===== src/rtl/bnn_stream_sequencer.sv =====
`default_nettype none
// ============================================================================
// Module   : bnn_stream_sequencer
// Purpose  : Load/compute sequencer for the BNN accelerator: streams both conv
//            kernels, the image and the FC weights, then reports the class.
//            Optional macro SEQ_PERF_CNT_EN adds the perf_cycles counter.
// Revision : 1.0 - initial release
// ============================================================================
module bnn_stream_sequencer #(
    parameter int KERNEL_BITS = 9,
    parameter int NUM_KERNELS = 2,
    parameter int IMG_PIXELS  = 784,
    parameter int FC_LEN      = 338,
    parameter int CNT_W       = 11
) (
    input  logic       clk,
    input  logic       rst,
    input  logic       start,
    input  logic       src_ready,
    input  logic       core_done,
    input  logic [3:0] classes_in,
    output logic       weight_en_0,
    output logic       weight_en_1,
    output logic       pix_valid,
    output logic       fc_ivalid,
    output logic       busy,
    output logic       done,
    output logic [3:0] classes_b,
    output logic       err_timeout
`ifdef SEQ_PERF_CNT_EN
    ,
    output logic [31:0] perf_cycles
`endif
);

    localparam logic [2:0] c_IDLE   = 3'd0;
    localparam logic [2:0] c_K0     = 3'd1;
    localparam logic [2:0] c_K1     = 3'd2;
    localparam logic [2:0] c_IMG    = 3'd3;
    localparam logic [2:0] c_FC     = 3'd4;
    localparam logic [2:0] c_WAIT   = 3'd5;
    localparam logic [2:0] c_REPORT = 3'd6;

    localparam logic [CNT_W-1:0] c_CNT_ONE  = CNT_W'(1);
    localparam logic [CNT_W-1:0] c_K_LAST   = CNT_W'(KERNEL_BITS - 1);
    localparam logic [CNT_W-1:0] c_IMG_LAST = CNT_W'(IMG_PIXELS - 1);
    localparam logic [CNT_W-1:0] c_FC_LAST  = CNT_W'(FC_LEN - 1);

    logic [2:0]       r_state;
    logic [2:0]       w_state_next;
    logic [CNT_W-1:0] r_cnt;
    logic [CNT_W-1:0] w_last;
    logic             w_streaming;
    logic             w_adv;
    logic             w_timeout;
    logic             w_en0_d;
    logic             w_en1_d;
    logic             w_pix_d;
    logic             w_fc_d;

    // State register
    always_ff @(posedge clk) begin
        if (rst) begin
            r_state <= c_IDLE;
        end else begin
            r_state <= w_state_next;
        end
    end

    always_comb begin
        w_last = '0;
        case (r_state)
            c_K0, c_K1: w_last = c_K_LAST;
            c_IMG:      w_last = c_IMG_LAST;
            c_FC:       w_last = c_FC_LAST;
            default:    w_last = '0;
        endcase
    end

    assign w_streaming = (r_state == c_K0) || (r_state == c_K1) ||
                         (r_state == c_IMG) || (r_state == c_FC);
    assign w_adv       = w_streaming && src_ready && (r_cnt == w_last);
    // Watchdog reuses the element counter: 2**CNT_W cycles spent in WAIT.
    assign w_timeout   = (r_state == c_WAIT) && !core_done && (r_cnt == '1);

    // Next-state logic
    always_comb begin
        w_state_next = r_state;
        case (r_state)
            c_IDLE:   if (start) w_state_next = c_K0;
            c_K0:     if (w_adv) w_state_next = (NUM_KERNELS > 1) ? c_K1 : c_IMG;
            c_K1:     if (w_adv) w_state_next = c_IMG;
            c_IMG:    if (w_adv) w_state_next = c_FC;
            c_FC:     if (w_adv) w_state_next = c_WAIT;
            c_WAIT:   if (core_done || w_timeout) w_state_next = c_REPORT;
            c_REPORT: w_state_next = c_IDLE;
            default:  w_state_next = c_IDLE;
        endcase
    end

    // Output logic
    always_comb begin
        w_en0_d = (r_state == c_K0)  && src_ready;
        w_en1_d = (r_state == c_K1)  && src_ready;
        w_pix_d = (r_state == c_IMG) && src_ready;
        w_fc_d  = (r_state == c_FC)  && src_ready;
        busy    = (r_state != c_IDLE);
        done    = (r_state == c_REPORT);
    end

    always_ff @(posedge clk) begin
        if (rst) begin
            r_cnt       <= '0;
            weight_en_0 <= 1'b0;
            weight_en_1 <= 1'b0;
            pix_valid   <= 1'b0;
            fc_ivalid   <= 1'b0;
            classes_b   <= 4'd0;
            err_timeout <= 1'b0;
        end else begin
            weight_en_0 <= w_en0_d;
            weight_en_1 <= w_en1_d;
            pix_valid   <= w_pix_d;
            fc_ivalid   <= w_fc_d;

            if (w_streaming) begin
                if (src_ready) begin
                    r_cnt <= w_adv ? '0 : r_cnt + c_CNT_ONE;
                end
            end else if (r_state == c_WAIT) begin
                r_cnt <= (core_done || w_timeout) ? '0 : r_cnt + c_CNT_ONE;
            end else begin
                r_cnt <= '0;
            end

            if ((r_state == c_WAIT) && core_done) begin
                classes_b <= classes_in;
            end

            if ((r_state == c_IDLE) && start) begin
                err_timeout <= 1'b0;
            end else if (w_timeout) begin
                err_timeout <= 1'b1;
            end
        end
    end

`ifdef SEQ_PERF_CNT_EN
    logic [31:0] r_run;

    // r_run holds (busy cycles so far - 1); the REPORT cycle completes the count.
    always_ff @(posedge clk) begin
        if (rst) begin
            r_run       <= 32'd0;
            perf_cycles <= 32'd0;
        end else begin
            if (r_state == c_IDLE) begin
                r_run <= 32'd0;
            end else if (r_run != 32'hFFFF_FFFF) begin
                r_run <= r_run + 32'd1;
            end
            if (r_state == c_REPORT) begin
                perf_cycles <= (r_run == 32'hFFFF_FFFF) ? r_run : r_run + 32'd1;
            end
        end
    end
`endif

endmodule
`default_nettype wire


===== config.mk =====
export PLATFORM = sky130hd
export DESIGN_NAME = bnn_stream_sequencer
export DESIGN_NICKNAME = d
export VERILOG_FILES = /design/src/rtl/bnn_stream_sequencer.sv
export SDC_FILE = /design/constraint.sdc
export NUM_CORES = 1
export LEC_CHECK = 0
export CAP_MARGIN = 30
export CORE_MARGIN = 4
export CORE_UTILIZATION = 40
export CTS_CLUSTER_SIZE = 28
export DETAILED_ROUTE_END_ITERATION = 7
export DONT_BUFFER_PORTS = 1
export GPL_TIMING_DRIVEN = 0
export PLACE_DENSITY = 0.61
export SLEW_MARGIN = 20
export SYNTH_ARGS = -nofsm -noshare
export SYNTH_HDL_FRONTEND = slang
export SYNTH_SLANG_ARGS = --single-unit

===== constraint.sdc =====
create_clock -name clk -period 2.45 [get_ports clk]
set_clock_uncertainty 0.15 [all_clocks]
set_input_delay 0.3675 -clock clk [delete_from_list [all_inputs] [get_ports clk]]
set_output_delay 0.3675 -clock clk [all_outputs]
set_load 0.005 [all_outputs]

==> results.cfg <==
[hold_path]
holdPathStages = 2
hold_start = classes_in[1]
hold_path.class = input pin to flip-flop
min_to = classes_b[1]$_SDFFE_PP0P_

[logic_synthesis]
ys.warnings.count = 0
yosysSeqAreaShare = 0.373
avgSynthCellArea_um2 = 8.39
synth_cell_types = 42
async_flop_share = 0
netlist_instances = 147
ys.flop_type = dfxtp_1
synth.cell_area_um2 = 1230
syn_nets = 157
synth_edf_count = 0
ys_ff_latch = 23

[setup_path]
worstPathArrival_ps = 2260
cp_cell_sequence = buf_2 -> nor4bb_1 -> o31ai_1 -> a21oi_1 -> o21ai_2 -> buf_6 -> nor2_1
r2r-end = r_cnt[4]$_SDFFE_PP0P_
ff2ff_setup_slack_ps = 300
endpoint_kind = flip-flop
cp-startpoint = r_state[2]$_SDFFE_PP0P_
r2r_start = r_state[2]$_SDFFE_PP0P_
path_class = flip-flop to flip-flop
cp-start-kind = flip-flop
crit_buf_inv = 2
cpMaxStageDelayCell = dfxtp_1
rr_worst_depth = 7
worstPathRequired_ps = 2560
critPathMaxStageDelay_ps = 460
worstPathMaxFanout = 10
cp_top_family = compound AO/OA/AOI/OAI gates

[grt]
grt_pass1_wl_um = 4350
grt.overflow.total = 0
track_usage = 0.135
antenna_found_initial = 0
grt_pass1_vias = 962
grt_max_degree = 14

[die]
coreArea_um2 = 2850
ios = 20
die_h_um = 63.5
die_w_um = 63.5
start_util = 0.432
fp-row-count = 19
dieArea_um2 = 4040

[clocking]
clk_pin_slew_ps = 130
clock_sinks = 23
cts_tree = built
cts_buffer_depth = 2
numCtsBuffers = 3
cts_max_level = 1
post_cts_buffers = 0
cts_root_buffer = clkbuf_4
worstSkewPairLatency_ps = 310

[timing]
fin_crit_ps = 2150
timing.final.max_slew_violations = 0
post-route-period-util = 0.878
tns_ps = 0
hold_viol = 0
setup_violations = 0
slew_headroom = 0.630
worst_pin_slew_ps = 551
fmax_mhz = 465
grt_setup_unrepaired = no
finalWorstSetupSlack_ps = 298

[final_layout]
final_layout_size_suffix_gt1_frac = 0.0987
n_antenna_cell = 0
layout_common_cells = nor2_1, dfxtp_1, xnor2_1
fillers = 297
nets = 163
layout_commonest_cell = nor2_1
area_delta_synth_final_pct = 6.19

[run_status]
outcome = complete, no violations

[detailed_routing]
dr.pass1.iters = 4
vias = 1057
drt-total-wl_um = 2640
drtAntennaViolNets = 0
drtIter0Drc = 39
vias_per_cell = 5.78
wl_per_cell_um = 14.4
drc = 0

[place]
dp_hpwl_um = 2010
dp_slack_ps = 406
io_buffers = 0
routabilityCongestion = 0.828

[pwr]
p_per_area_nw_per_um2 = 545
ir_worst_vdd_uv = 295
leakage_nw = 0.472

[run]
cap_viol_max_count = 0
how the worst max path moves through the flow:
stage,cells after the start,to
after global routing,7,r_cnt[9]$_SDFFE_PP0P_
after global placement,7,r_cnt[8]$_SDFFE_PP0P_
final,7,r_cnt[4]$_SDFFE_PP0P_
after floorplan,7,r_cnt[10]$_SDFFE_PP0P_
after CTS,7,r_cnt[4]$_SDFFE_PP0P_
after detailed placement,6,r_cnt[7]$_SDFFE_PP0P_
stage by stage:
step | instance area [µm²] | hold slack, ps | std cells | utilization | power [mW]
2_1_floorplan | 1230 | 314 | 147 | - | 0.514
3_3_place_gp | 1270 | 320 | 178 | 0.446 | 0.538
3_5_place_dp | 1270 | 321 | 178 | 0.446 | 0.540
4_1_cts | 1310 | 42.4 | 183 | 0.459 | 0.717
5_1_grt | 1310 | 40.0 | 183 | 0.459 | 0.750
6_report | 1310 | 42.5 | 183 | 0.459 | 0.714
Yosys cell counts (2+ instances only):
library cell | number | area (µm²)
nand3_1 | 6 | 30.0
dfxtp_1 | 23 | 460
mux2i_1 | 6 | 60.1
buf_6 | 2 | 22.5
or2_2 | 2 | 12.5
inv_1 | 5 | 18.8
clkbuf_1 | 3 | 11.3
or3_1 | 2 | 12.5
maj3_1 | 2 | 20.0
nand4_1 | 4 | 25.0
and3_1 | 2 | 12.5
o21ai_0 | 4 | 20.0
nor2_1 | 25 | 93.8
nor3_1 | 9 | 45.0
xnor2_1 | 10 | 87.6
o21a_1 | 2 | 15.0
nor4_1 | 3 | 18.8
a21oi_1 | 5 | 25.0
nor3b_1 | 4 | 30.0
buf_2 | 4 | 20.0
nand2_1 | 3 | 11.3
logic make-up (layout without fill, tap and decap cells):
logic type / after synthesis / after routing / synth area share
AO/OA/AOI/OAI: 22 / 22 / 0.129
XOR/XNOR: 11 / 11 / 0.0781
adder cells (fa/ha/maj): 3 / 3 / 0.0264
buffers and inverters: 15 / 20 / 0.0619
flip-flops: 23 / 23 / 0.373
multiplexers: 6 / 6 / 0.0487
AND/OR/NAND/NOR: 67 / 67 / 0.283
registers in the layout, summed over array words and instances, names as in the netlist:
register     cells
r_cnt           11
classes_b        4
r_state          3
err_timeout      1
fc_ivalid        1
pix_valid        1
weight_en_0      1
weight_en_1      1
power breakdown:
group | leakage (nW) | internal, mW | switching, mW | total (mW)
sequential | 0.186 | 0.383 | 0.00780 | 0.391
combinational | 0.269 | 0.0578 | 0.0854 | 0.143
clock | 0.0177 | 0.0610 | 0.119 | 0.180
layer usage:
metal,vias to the layer above,global-route usage,share of wire
met5,-,0,0
met4,0,0.0404,0.0091
met3,4,0.0249,0.041
met2,19,0.219,0.46
met1,505,0.180,0.48
li1,529,-,-
cell type report:
| cell class | count | area [µm²] | area share |
|---|---|---|---|
| multi-input combinational | 109 | 697 | 0.532 |
| sequential | 23 | 460 | 0.351 |
| buffer | 10 | 57.6 | 0.0439 |
| tap | 31 | 38.8 | 0.0296 |
| clock buffer | 3 | 22.5 | 0.0172 |
| inverter | 5 | 18.8 | 0.0143 |
| timing repair buffer | 1 | 10.0 | 0.00764 |
| clock inverter | 1 | 5.00 | 0.00382 |
timing repair:
action / 4_1_cts / 5_1_grt
resized for setup: 0 / 0
hold buffers: 1 / 0
endpoints found under the hold margin: 1 / 0
Power figures use the tool's default switching activity.
